--- src/rtl/uart_parity_engine.sv ---
// UART parity engine.
// Transmit side: a two-state handshake generator. It captures a frame and its
// parity settings, then holds the parity bit until the serializer acknowledges it.
// Receive side: an independent checker. It compares each sampled parity bit
// against the expected value and keeps a sticky flag and a saturating error count.

module uart_parity_engine #(
  parameter int DATA_WIDTH    = 8,
  parameter int ERR_CNT_WIDTH = 8
) (
  input  logic                     CLK,
  input  logic                     RST,
  input  logic                     PAR_EN,
  input  logic [1:0]               PAR_MODE,
  input  logic [DATA_WIDTH-1:0]    TX_DATA,
  input  logic                     TX_VALID,
  output logic                     TX_READY,
  output logic                     PAR_BIT,
  output logic                     PAR_VALID,
  input  logic                     PAR_ACK,
  input  logic [DATA_WIDTH-1:0]    RX_DATA,
  input  logic                     RX_PAR,
  input  logic                     RX_SAMPLE,
  input  logic                     ERR_CLR,
  output logic                     PAR_ERR_STRB,
  output logic                     PAR_ERR,
  output logic [ERR_CNT_WIDTH-1:0] ERR_CNT
);

  typedef enum logic {
    IDLE = 1'b0,
    HOLD = 1'b1
  } gen_state_t;

  localparam logic [1:0] MODE_EVEN  = 2'b00;
  localparam logic [1:0] MODE_ODD   = 2'b01;
  localparam logic [1:0] MODE_MARK  = 2'b10;

  localparam logic [ERR_CNT_WIDTH-1:0] CNT_MAX = {ERR_CNT_WIDTH{1'b1}};
  localparam logic [ERR_CNT_WIDTH-1:0] CNT_ONE = ERR_CNT_WIDTH'(1);

  // Shared parity rule for both paths: disabled parity always yields 0.
  function automatic logic calc_parity(
    input logic [DATA_WIDTH-1:0] data,
    input logic                  en,
    input logic [1:0]            mode
  );
    logic p;
    p = 1'b0;
    if (en) begin
      case (mode)
        MODE_EVEN: p = ^data;
        MODE_ODD:  p = ~(^data);
        MODE_MARK: p = 1'b1;
        default:   p = 1'b0;
      endcase
    end
    return p;
  endfunction

  // Generator state and the frame settings captured at accept time.
  gen_state_t            state_q, state_d;
  logic [DATA_WIDTH-1:0] tx_data_q, tx_data_d;
  logic                  par_en_q, par_en_d;
  logic [1:0]            par_mode_q, par_mode_d;

  // Checker state.
  logic                     err_strb_q, err_strb_d;
  logic                     par_err_q, par_err_d;
  logic [ERR_CNT_WIDTH-1:0] err_cnt_q, err_cnt_d;
  logic                     rx_mismatch;

  // Generator state register; reset drops any pending bit immediately.
  always_ff @(posedge CLK or negedge RST) begin
    if (!RST) begin
      state_q    <= IDLE;
      tx_data_q  <= '0;
      par_en_q   <= 1'b0;
      par_mode_q <= 2'b00;
    end else begin
      state_q    <= state_d;
      tx_data_q  <= tx_data_d;
      par_en_q   <= par_en_d;
      par_mode_q <= par_mode_d;
    end
  end

  // Generator next state: capture on accept in IDLE; release on ACK in HOLD.
  always_comb begin
    state_d    = state_q;
    tx_data_d  = tx_data_q;
    par_en_d   = par_en_q;
    par_mode_d = par_mode_q;
    TX_READY   = 1'b0;
    PAR_VALID  = 1'b0;
    case (state_q)
      IDLE: begin
        TX_READY = 1'b1;
        if (TX_VALID) begin
          tx_data_d  = TX_DATA;
          par_en_d   = PAR_EN;
          par_mode_d = PAR_MODE;
          state_d    = HOLD;
        end
      end
      HOLD: begin
        PAR_VALID = 1'b1;
        if (PAR_ACK) begin
          state_d = IDLE;
        end
      end
      default: begin
        state_d = IDLE;
      end
    endcase
  end

  // The parity bit depends only on the captured settings, so it stays stable while held.
  always_comb begin
    PAR_BIT = calc_parity(tx_data_q, par_en_q, par_mode_q);
  end

  // Receive mismatch detection; it uses the live mode and enable of the sample cycle.
  always_comb begin
    rx_mismatch = 1'b0;
    if (RX_SAMPLE && PAR_EN) begin
      rx_mismatch = (RX_PAR != calc_parity(RX_DATA, 1'b1, PAR_MODE));
    end
  end

  // Checker next state: a new error beats a concurrent clear and restarts the count at 1.
  always_comb begin
    err_strb_d = rx_mismatch;
    par_err_d  = par_err_q;
    err_cnt_d  = err_cnt_q;
    if (rx_mismatch) begin
      par_err_d = 1'b1;
      if (ERR_CLR) begin
        err_cnt_d = CNT_ONE;
      end else if (err_cnt_q != CNT_MAX) begin
        err_cnt_d = err_cnt_q + CNT_ONE;
      end
    end else if (ERR_CLR) begin
      par_err_d = 1'b0;
      err_cnt_d = '0;
    end
  end

  // Checker registers.
  always_ff @(posedge CLK or negedge RST) begin
    if (!RST) begin
      err_strb_q <= 1'b0;
      par_err_q  <= 1'b0;
      err_cnt_q  <= '0;
    end else begin
      err_strb_q <= err_strb_d;
      par_err_q  <= par_err_d;
      err_cnt_q  <= err_cnt_d;
    end
  end

  // Drive the checker outputs straight from the flops.
  always_comb begin
    PAR_ERR_STRB = err_strb_q;
    PAR_ERR      = par_err_q;
    ERR_CNT      = err_cnt_q;
  end

endmodule

--- config.mk ---
export PLATFORM = sky130hd
export DESIGN_NAME = uart_parity_engine
export DESIGN_NICKNAME = d
export VERILOG_FILES = /design/src/rtl/uart_parity_engine.sv
export SDC_FILE = /design/constraint.sdc
export NUM_CORES = 1
export LEC_CHECK = 0
export ABC_AREA = 0
export CAP_MARGIN = 5
export CORE_ASPECT_RATIO = 1.25
export CORE_MARGIN = 2
export CORE_UTILIZATION = 38
export DETAILED_ROUTE_END_ITERATION = 8
export HOLD_SLACK_MARGIN = 0.06
export PLACE_DENSITY = 0.68
export SYNTH_ARGS = -nofsm -noshare
export SYNTH_HDL_FRONTEND = slang
export SYNTH_SLANG_ARGS = --single-unit
export TNS_END_PERCENT = 100
--- constraint.sdc ---
create_clock -name CLK -period 2.3 [get_ports CLK]
set_input_delay 0.46 -clock CLK [delete_from_list [all_inputs] [get_ports CLK]]
set_output_delay 0.46 -clock CLK [all_outputs]
set_load 0.005 [all_outputs]
==> impl_metrics.json, run 1 <==
{
  "status": "complete, no violations",
  "cts_tree": "done",
  "pwr-share-seq_pct": 40.7,
  "first_pass_iters": 3,
  "area_growth_pct": 45.66,
  "core_mm2": 0.002945,
  "max_freq_ghz": 0.4453,
  "layout.nets": 178,
  "grt_max_degree": 23,
  "synth-seq-cells": 22,
  "gr-total-overflow": 0,
  "fin_crit_ps": 2246,
  "cellPowerDensity_mw_per_mm2": 703.5,
  "cts_buffer_depth": 2,
  "wl_um": 2258,
  "avgSynthCellArea_um2": 11.22,
  "finalClockSkew_ps": 9.884,
  "yosysSeqAreaShare_pct": 47.16,
  "cts_buffers": 3,
  "path_cells": "xnor2_2, xnor2_1, xnor2_1, or3_1, and3_1, buf_2",
  "antenna_found_initial": 0,
  "clockRootBuffer": "clkbuf_4",
  "ys.warnings.count": 0,
  "initial_core_util_pct": 39.63,
  "cp_slowest_stage_delay_ps": 430,
  "grt_setup_unrepaired": "yes",
  "port_buffers": 38,
  "critPathCaptureType": "output pin",
  "routed_via_density": 4.892,
  "syn_nets": 131,
  "clkPwrFrac_pct": 24.5,
  "slew_headroom_pct": 70.80,
  "power_leakage_uw": 0.0007183,
  "cap_viol_max_count": 0,
  "grt_use_total_pct": 15.10,
  "required_ps": 1840,
  "setup_viol": 0,
  "hold_violations": 0,
  "cts_num_sinks": 22,
  "post-route-period-util_pct": 97.63,
  "globalplace.congestion": 0.7050,
  "final_util_pct": 57.73,
  "drc": 0,
  "p_total_uw": 1196,
  "drv_slew": 0,
  "cp.arrival_ps": 1790,
  "drt_iter0_drc": 10,
  "drive_above_1_share_pct": 21.33,
  "p_switching_uw": 306.0,
  "vias": 910,
  "vdd_ir_drop_max_mv": 0.4083,
  "die_w_um": 53.58,
  "critPathKind": "reg2out",
  "swShare_pct": 25.58,
  "htreeDepth": 1,
  "cp-start-kind": "flop",
  "crit_slowest_cell": "dfrtp_1",
  "clock_latency_ps": 300,
  "hold_class": "in2async",
  "comb_power_share_pct": 34.8,
  "hpwl_um": 1843,
  "rows": 22,
  "grt_pass1_wl_um": 3919,
  "die_area_mm2": 0.003534,
  "worst_pin_slew_ps": 436.6,
  "grt_pass1_vias": 950,
  "drtAntennaViolNets": 0,
  "cp_common_cell": "xnor2_1",
  "intPower_uw": 890.2,
  "clkTransAtPathRegs_ps": 130,
  "worstPathMaxFanout": 2,
  "path_buf_inv": 1,
  "synth_area_mm2": 0.001167,
  "ios": 39,
  "ys_types": 28,
  "crit_family": "XOR/XNOR gates",
  "chipHeight_um": 65.97,
  "wl_per_cell_um": 12.14,
  "antenna_cells": 0,
  "synth_cells": 104
}
-- worst register-to-register path: stages, from the launching register on --
cell	delay, ps
dfrtp_1	450
ha_1	240
and3_1	220
nand3_1	180
nand2_1	120
mux2i_4	240
nand2_2	90
mux2_4	290
-- metrics by stage --
step | area [um2] | hold slack, ps | worst slack, ps | setup TNS (ps) | cells
final | 1700 | 494.4 | 54.49 | 0 | 186
after floorplan | 1167 | 164.4 | 484.7 | 0 | 104
after global placement | 1623 | 490.9 | 5.149 | 0 | 181
after detailed placement | 1623 | 491.3 | -56.92 | -95.88 | 181
after CTS | 1670 | 487.6 | 33.07 | 0 | 185
after global routing | 1700 | 494.6 | -72.33 | -72.33 | 186
-- synthesized netlist by cell type, drive strengths merged --
cell type / n / area (um2)
a41o: 2 / 20.02
o22a: 1 / 8.760
inv: 6 / 22.52
dfrtp: 22 / 550.5
a21o: 2 / 17.52
xnor2: 15 / 131.4
xor2: 2 / 17.52
o21ai: 1 / 5.000
nand3: 5 / 25.02
mux2i: 3 / 46.29
clkbuf: 2 / 7.510
o21bai: 1 / 7.510
nand2b: 1 / 8.760
a21oi: 3 / 15.01
or3: 1 / 6.260
a311oi: 2 / 17.52
mux2: 12 / 138.9
nand2: 4 / 17.52
ha: 1 / 12.51
nor2: 8 / 30.03
and3: 4 / 25.02
o22ai: 1 / 6.260
nor2b: 4 / 25.02
nor3: 1 / 5.000
-- final timing paths --
check	end	slack (ps)	cells past startpoint	start
worst max-delay path	PAR_BIT	50	6	tx_data_q[2]
worst min-delay path	tx_data_q[2]	490	2	RST
worst max register to register	ERR_CNT[2]	380	7	ERR_CNT[0]
worst min register to register	par_en_q	530	1	par_en_q
max in group asynchronous	ERR_CNT[1]	1570	2	RST
min in group CLK	par_en_q	530	1	par_en_q
-- cells by family after synthesis --
group	after synthesis	synth area share [%]
DFF	22	47.16
xor gates and xnor gates	17	12.76
AOI/OAI and AO/OA	13	8.361
and+or+nand+nor	28	12.22
adders and majority gates	1	1.072
buffers and inverters	8	2.572
muxes	15	15.86
-- state kept, by name, summed over array words and instances, names as in the netlist --
name          count
ERR_CNT           8
PAR_ERR           1
state_q           1
par_mode_q        2
PAR_ERR_STRB      1
tx_data_q         8
par_en_q          1
-- layer usage --
metal	global-route usage [%]	part of all wire, %	vias to the layer above
met4	3.846	0.53	0
met1	15.52	38	436
met2	29.48	56	23
met3	3.167	5.0	2
li1	-	-	449
met5	0	0	-
-- cells in the final DEF (no fill, tap or decap), types with 2 or more instances in the layout --
| master | netlist | final |
|---|---|---|
| a21o_2 | 2 | 2 |
| a21oi_1 | 3 | 3 |
| a311oi_1 | 2 | 2 |
| a41o_1 | 2 | 2 |
| and3_1 | 4 | 4 |
| buf_4 | 0 | 6 |
| clkbuf_4 | 0 | 3 |
| clkdlybuf4s50_1 | 0 | 37 |
| dfrtp_1 | 22 | 22 |
| inv_1 | 6 | 6 |
| mux2_2 | 11 | 11 |
| nand2_1 | 3 | 3 |
| nand3_1 | 5 | 5 |
| nor2_1 | 8 | 8 |
| nor2b_1 | 4 | 4 |
| xnor2_1 | 15 | 12 |
| xnor2_2 | 0 | 3 |
| xor2_1 | 2 | 2 |
-- cell type report --
type / count / area [um2]
fillers: 260 / 1245
clock buffers: 3 / 22.52
inverters: 6 / 22.52
clock inverters: 1 / 30.03
repair buffers: 44 / 420.4
flip-flops and latches: 22 / 550.5
well taps: 36 / 45.04
multi-input cells: 74 / 609.3
-- repair_timing --
| action | in CTS | in global routing |
|---|---|---|
| pin swaps | 3 | 3 |
| gates resized for setup | 4 | 3 |
| setup endpoints to repair | 1 | 1 |
| hold buffers | 0 | 0 |
| buffers inserted | 0 | 1 |
-- power groups by stage --
| stage | Combinational [uW] | Sequential, uW | Clock [uW] |
|---|---|---|---|
| 3_3_place_gp | 364 | 486 | 0 |
| 3_5_place_dp | 370 | 489 | 0 |
| 4_1_cts | 361 | 481 | 306 |
| 5_1_grt | 462 | 497 | 322 |
| 2_1_floorplan | 232 | 481 | 0 |
| 6_report | 416 | 487 | 293 |
(Power assumes the default switching activity.)
==> run 2: changes to the inputs <==
--- a/config.mk
+++ b/config.mk
@@ -12,7 +12,7 @@
 export CORE_UTILIZATION = 38
 export DETAILED_ROUTE_END_ITERATION = 8
 export HOLD_SLACK_MARGIN = 0.06
-export PLACE_DENSITY = 0.68
+export PLACE_DENSITY = 0.71
 export SYNTH_ARGS = -nofsm -noshare
 export SYNTH_HDL_FRONTEND = slang
 export SYNTH_SLANG_ARGS = --single-unit
==> constraint.sdc (replaced) <==
create_clock -name CLK -period 2.05 [get_ports CLK]
set_input_delay 0.41 -clock CLK [delete_from_list [all_inputs] [get_ports CLK]]
set_output_delay 0.41 -clock CLK [all_outputs]
set_load 0.005 [all_outputs]
==> run 2 against run 1 <==
- the run now ends with setup timing left
- utilization up 0.42 points
- die area unchanged
- final area up 0.74%
- global-route usage up 0.17 points
- cell count up 1.6%
- critical endpoint unchanged
- highest routed layer unchanged
==> impl_metrics.json, run 2 (synthesis gave the netlist of run 1 again) <==
{
  "required_ps": 1640,
  "cts_num_sinks": 22,
  "drt_iter0_drc": 16,
  "drtAntennaViolNets": 0,
  "fin_crit_ps": 2166,
  "crit_slowest_cell": "dfrtp_1",
  "status": "finished with violations",
  "intPower_uw": 967.8,
  "globalplace.congestion": 0.7051,
  "cap_viol_max_count": 0,
  "cp.arrival_ps": 1760,
  "grt_use_total_pct": 15.27,
  "p_switching_uw": 331.2,
  "fin_hold_ws_ps": 421.3,
  "critPathKind": "reg2out",
  "layout_commonest_cell": "clkdlybuf4s50_1",
  "clock_latency_ps": 310,
  "area_growth_pct": 46.73,
  "ios": 39,
  "finalClockSkew_ps": 14.28,
  "setup_viol": 1,
  "slew_headroom_pct": 70.58,
  "port_buffers": 38,
  "cellPowerDensity_mw_per_mm2": 758.4,
  "post-route-period-util_pct": 105.6,
  "vias": 915,
  "drive_above_1_share_pct": 22.22,
  "die_area_mm2": 0.003534,
  "clkTransAtPathRegs_ps": 130,
  "worst_pin_slew_ps": 439.9,
  "layout_common_cells": "clkdlybuf4s50_1, dfrtp_1, xnor2_1",
  "grt_max_degree": 23,
  "routed_via_density": 4.841,
  "hold_violations": 0,
  "cts-hold-fix-buffers": 0,
  "first_pass_iters": 4,
  "wl_um": 2214,
  "gr-total-overflow": 0,
  "path_buf_inv": 1,
  "multi_input_comb_area_um2": 599.3,
  "cp-start-kind": "flop",
  "path_cells": "xnor2_2, xnor2_1, xnor2_1, or3_1, and3_1, buf_2",
  "cts_buffer_depth": 2,
  "grt_setup_unrepaired": "yes",
  "chipHeight_um": 65.97,
  "cts_tree": "done",
  "antenna_cells": 0,
  "wl_per_cell_um": 11.71,
  "comb_power_share_pct": 33.0,
  "layout.nets": 181,
  "critPathCaptureType": "output pin",
  "vdd_ir_drop_max_mv": 0.5495,
  "worstPathMaxFanout": 2,
  "setup_ws_ps": -115.6,
  "violations": "setup timing",
  "grt_pass1_wl_um": 3981,
  "htreeDepth": 1,
  "die_w_um": 53.58,
  "drc": 0,
  "clkPwrFrac_pct": 25.6,
  "nFillCells": 269,
  "core_mm2": 0.002945,
  "cp_slowest_stage_delay_ps": 430,
  "cts_buffers": 3,
  "crit_family": "simple AND/OR/NAND/NOR gates",
  "max_freq_ghz": 0.4618,
  "power_leakage_uw": 0.0007219,
  "pwr-share-seq_pct": 41.3,
  "rows": 22,
  "register_area_um2": 550.5,
  "drv_slew": 0,
  "initial_core_util_pct": 39.63,
  "p_total_uw": 1299,
  "hpwl_um": 1795,
  "clockRootBuffer": "clkbuf_4",
  "grt_pass1_vias": 988,
  "cp_common_cell": "xnor2_1",
  "antenna_found_initial": 0,
  "swShare_pct": 25.50,
  "hold_class": "in2async"
}
## run 2: power groups by stage
stage | combinational, uW | clock (uW) | sequential, uW
4_1_cts | 426 | 345 | 535
3_5_place_dp | 436 | 0 | 544
5_1_grt | 476 | 369 | 546
6_report | 429 | 333 | 537
2_1_floorplan | 260 | 0 | 540
3_3_place_gp | 428 | 0 | 542
## run 2: per-stage QoR
step	setup slack (ps)	utilization, %	setup TNS (ps)	cells	cell area (um2)
after floorplan	238.7	-	0	104	1167
after global placement	-190.1	55.86	-1188	184	1645
after detailed placement	-213.1	55.86	-1323	184	1645
after CTS	-156.2	57.48	-156.2	188	1693
after global routing	-239.7	58.16	-239.7	189	1713
final	-115.6	58.16	-115.6	189	1713
## run 2: path summary, 6_finish.rpt
kind / slack (ps) / cells after the start / start / to
setup / recovery: -120 / 6 / tx_data_q[3] / PAR_BIT
hold / removal: 420 / 2 / RST / ERR_CNT[2]
setup reg to reg: 160 / 7 / ERR_CNT[1] / ERR_CNT[2]
hold reg to reg: 520 / 1 / par_en_q / par_en_q
max in group asynchronous: 1390 / 2 / RST / tx_data_q[6]
min in group CLK: 520 / 1 / par_en_q / par_en_q
## run 2: what timing repair did
action                                  in CTS  in global routing
endpoints found under the setup margin       1                  2
buffers inserted                             0                  1
pin swaps                                    4                  3
resized for setup                            4                  2
## run 2: layout make-up
cell class | count | share of cell area (%)
timing repair buffer | 47 | 25.86
multi-input combinational | 74 | 34.99
inverter | 6 | 1.315
clock inverter | 1 | 1.753
sequential | 22 | 32.14
clock buffer | 3 | 1.315
tap | 36 | 2.630
## run 2: layer usage
layer / vias up / global-route usage (%) / share of wire, %
met5: - / 0 / 0
met4: 0 / 4.808 / 0.77
met3: 2 / 2.715 / 6.6
met2: 27 / 29.94 / 55
met1: 431 / 15.46 / 38
li1: 455 / - / -
==> run 3: changes to the inputs <==
--- a/config.mk
+++ b/config.mk
@@ -7,12 +7,14 @@
 export LEC_CHECK = 0
 export ABC_AREA = 0
 export CAP_MARGIN = 5
-export CORE_ASPECT_RATIO = 1.25
+export CELL_PAD_IN_SITES_DETAIL_PLACEMENT = 0
+export CELL_PAD_IN_SITES_GLOBAL_PLACEMENT = 1
+export CORE_ASPECT_RATIO = 0.6
 export CORE_MARGIN = 2
-export CORE_UTILIZATION = 38
+export CORE_UTILIZATION = 31
 export DETAILED_ROUTE_END_ITERATION = 8
 export HOLD_SLACK_MARGIN = 0.06
-export PLACE_DENSITY = 0.71
+export PLACE_DENSITY_LB_ADDON = 0.1
 export SYNTH_ARGS = -nofsm -noshare
 export SYNTH_HDL_FRONTEND = slang
 export SYNTH_SLANG_ARGS = --single-unit
==> run 3 against run 2 <==
- the run still ends with setup timing left
- clock skew shrank 8.3 ps
- global-route usage shrank 2.2 points
- final area grew 5.2%
- critical path type unchanged
- non-clock buffer count unchanged
- via count fell by 0.22%
- sequential share of layout area shrank 1.6 points
- clock power down 9.3%
- largest cell class unchanged
==> impl_metrics.json, run 3 (synthesis gave the netlist of run 1 again) <==
{
  "wl_um": 2633,
  "status": "finished with violations",
  "die_w_um": 83.22,
  "drive_above_1_share_pct": 26.14,
  "layout_commonest_cell": "clkdlybuf4s50_1",
  "cp_common_cell": "xnor2_1",
  "htreeDepth": 1,
  "power_leakage_uw": 0.0008222,
  "grt_max_degree": 23,
  "required_ps": 1640,
  "hold_class": "in2async",
  "cts_tree": "done",
  "rr_endpoint": "ERR_CNT[2]",
  "cp_slowest_stage_delay_ps": 420,
  "layout.nets": 181,
  "hpwl_um": 1985,
  "chipHeight_um": 51.54,
  "grt_pass1_wl_um": 4319,
  "first_pass_iters": 4,
  "final_util_pct": 49.54,
  "drc": 0,
  "cts_num_sinks": 22,
  "rows": 17,
  "grt_use_total_pct": 13.04,
  "wl_per_cell_um": 13.17,
  "cts_buffer_depth": 2,
  "violations": "setup timing",
  "layout_common_cells": "clkdlybuf4s50_1, dfrtp_1, mux2_2",
  "maxUsedRoutingLayer": "met3",
  "drt_iter0_drc": 40,
  "worstPathMaxFanout": 2,
  "routed_via_density": 4.565,
  "cap_viol_max_count": 0,
  "drv_slew": 0,
  "drtAntennaViolNets": 0,
  "p_total_uw": 1295,
  "core_mm2": 0.003637,
  "cp-start-kind": "flop",
  "setup_ws_ps": -67.82,
  "ios": 39,
  "globalplace.congestion": 0.7147,
  "cts_buffers": 3,
  "setup_viol": 1,
  "grt_setup_unrepaired": "yes",
  "vdd_ir_drop_max_mv": 0.3626,
  "clock_latency_ps": 260,
  "dpl_cell_area_mm2": 0.001659,
  "max_freq_ghz": 0.4722,
  "path_cells": "xnor2_2, xnor2_1, xnor2_1, or3_1, and3_1, buf_2",
  "clockRootBuffer": "clkbuf_8",
  "gr-total-overflow": 0,
  "reg2reg_depth": 7,
  "die_area_mm2": 0.004289,
  "cellPowerDensity_mw_per_mm2": 718.7,
  "vias": 913,
  "reg2reg_slack_ps": 150,
  "r2r-start": "ERR_CNT[1]",
  "finalClockSkew_ps": 5.979,
  "area_growth_pct": 54.34,
  "critPathKind": "reg2out",
  "hold_violations": 0,
  "nFillCells": 322,
  "clkTransAtPathRegs_ps": 80,
  "critPathCaptureType": "output pin",
  "fin_setup_tns_ps": -67.82,
  "slew_headroom_pct": 63.27,
  "antenna_cells": 0,
  "fin_crit_ps": 2118,
  "cp.arrival_ps": 1710,
  "port_buffers": 38,
  "crit_slowest_cell": "dfrtp_1",
  "wl_met3_um": 163,
  "grt_pass1_vias": 952,
  "post-route-period-util_pct": 103.3,
  "wl_met2_um": 1141,
  "initial_core_util_pct": 32.09,
  "fin_area_mm2": 0.001802,
  "fin_hold_ws_ps": 495.0,
  "drt-met1-wl_um": 1328,
  "worst_pin_slew_ps": 549.3,
  "antenna_found_initial": 0
}
## run 3: cell count changes in the layout (fill, tap and decap cells not counted), sizes merged
cell / change
clkbuf: +1
dlymetal6s2s: +8
bufinv: -1
clkdlybuf4s50: -8
## run 3: per-layer routing
layer  GRT usage (%)  vias to the layer above
met4           3.279                        0
met1           17.54                      429
li1                -                      458
met5               0                        -
met3           5.397                        0
met2           19.62                       26
## run 3: critical path: cells and delay by family, from the launching register on
kind	cells	cell delay, ps
XOR/XNOR	3	460
AND/OR/NAND/NOR	2	440
flip-flops	1	420
buffers and inverters	1	120
## run 3: worst max-delay path by stage
stage / depth (start not counted) / endpoint / slack, ps / start
after floorplan: 7 / ERR_CNT[2] / 240 / ERR_CNT[0]
after global placement: 8 / ERR_CNT[2] / -210 / RX_DATA[5]
after detailed placement: 8 / ERR_CNT[2] / -260 / RX_DATA[1]
after CTS: 6 / PAR_BIT / -100 / tx_data_q[0]
after global routing: 6 / PAR_BIT / -220 / tx_data_q[0]
final: 6 / PAR_BIT / -70 / tx_data_q[0]
## run 3: cell type report
class                      count  area, um2  area share [%]
clock buffer                   4      55.05           3.056
inverter                       6      22.52           1.250
multi-input combinational     74      648.1           35.97
sequential                    22      550.5           30.56
tap                           47      58.81           3.264
timing repair buffer          47      466.7           25.90
## run 3: power by group
part	total [uW]	switching (uW)	internal [uW]
sequential	542	45.0	497
clock	302	131	171
combinational	451	175	276
total	1290	351	944
## run 3: metrics by stage
step	worst slack, ps	std cells
2_1_floorplan	238.7	104
3_5_place_dp	-258.5	195
6_report	-67.82	200
4_1_cts	-98.44	199
3_3_place_gp	-205.5	195
5_1_grt	-218.8	200
## run 3: repair_timing
| item | CTS | global route |
|---|---|---|
| pin swaps | 5 | 10 |
| resized for setup | 5 | 17 |
| hold buffers | 0 | 0 |
| setup endpoints to repair | 1 | 7 |
| buffers inserted | 0 | 1 |
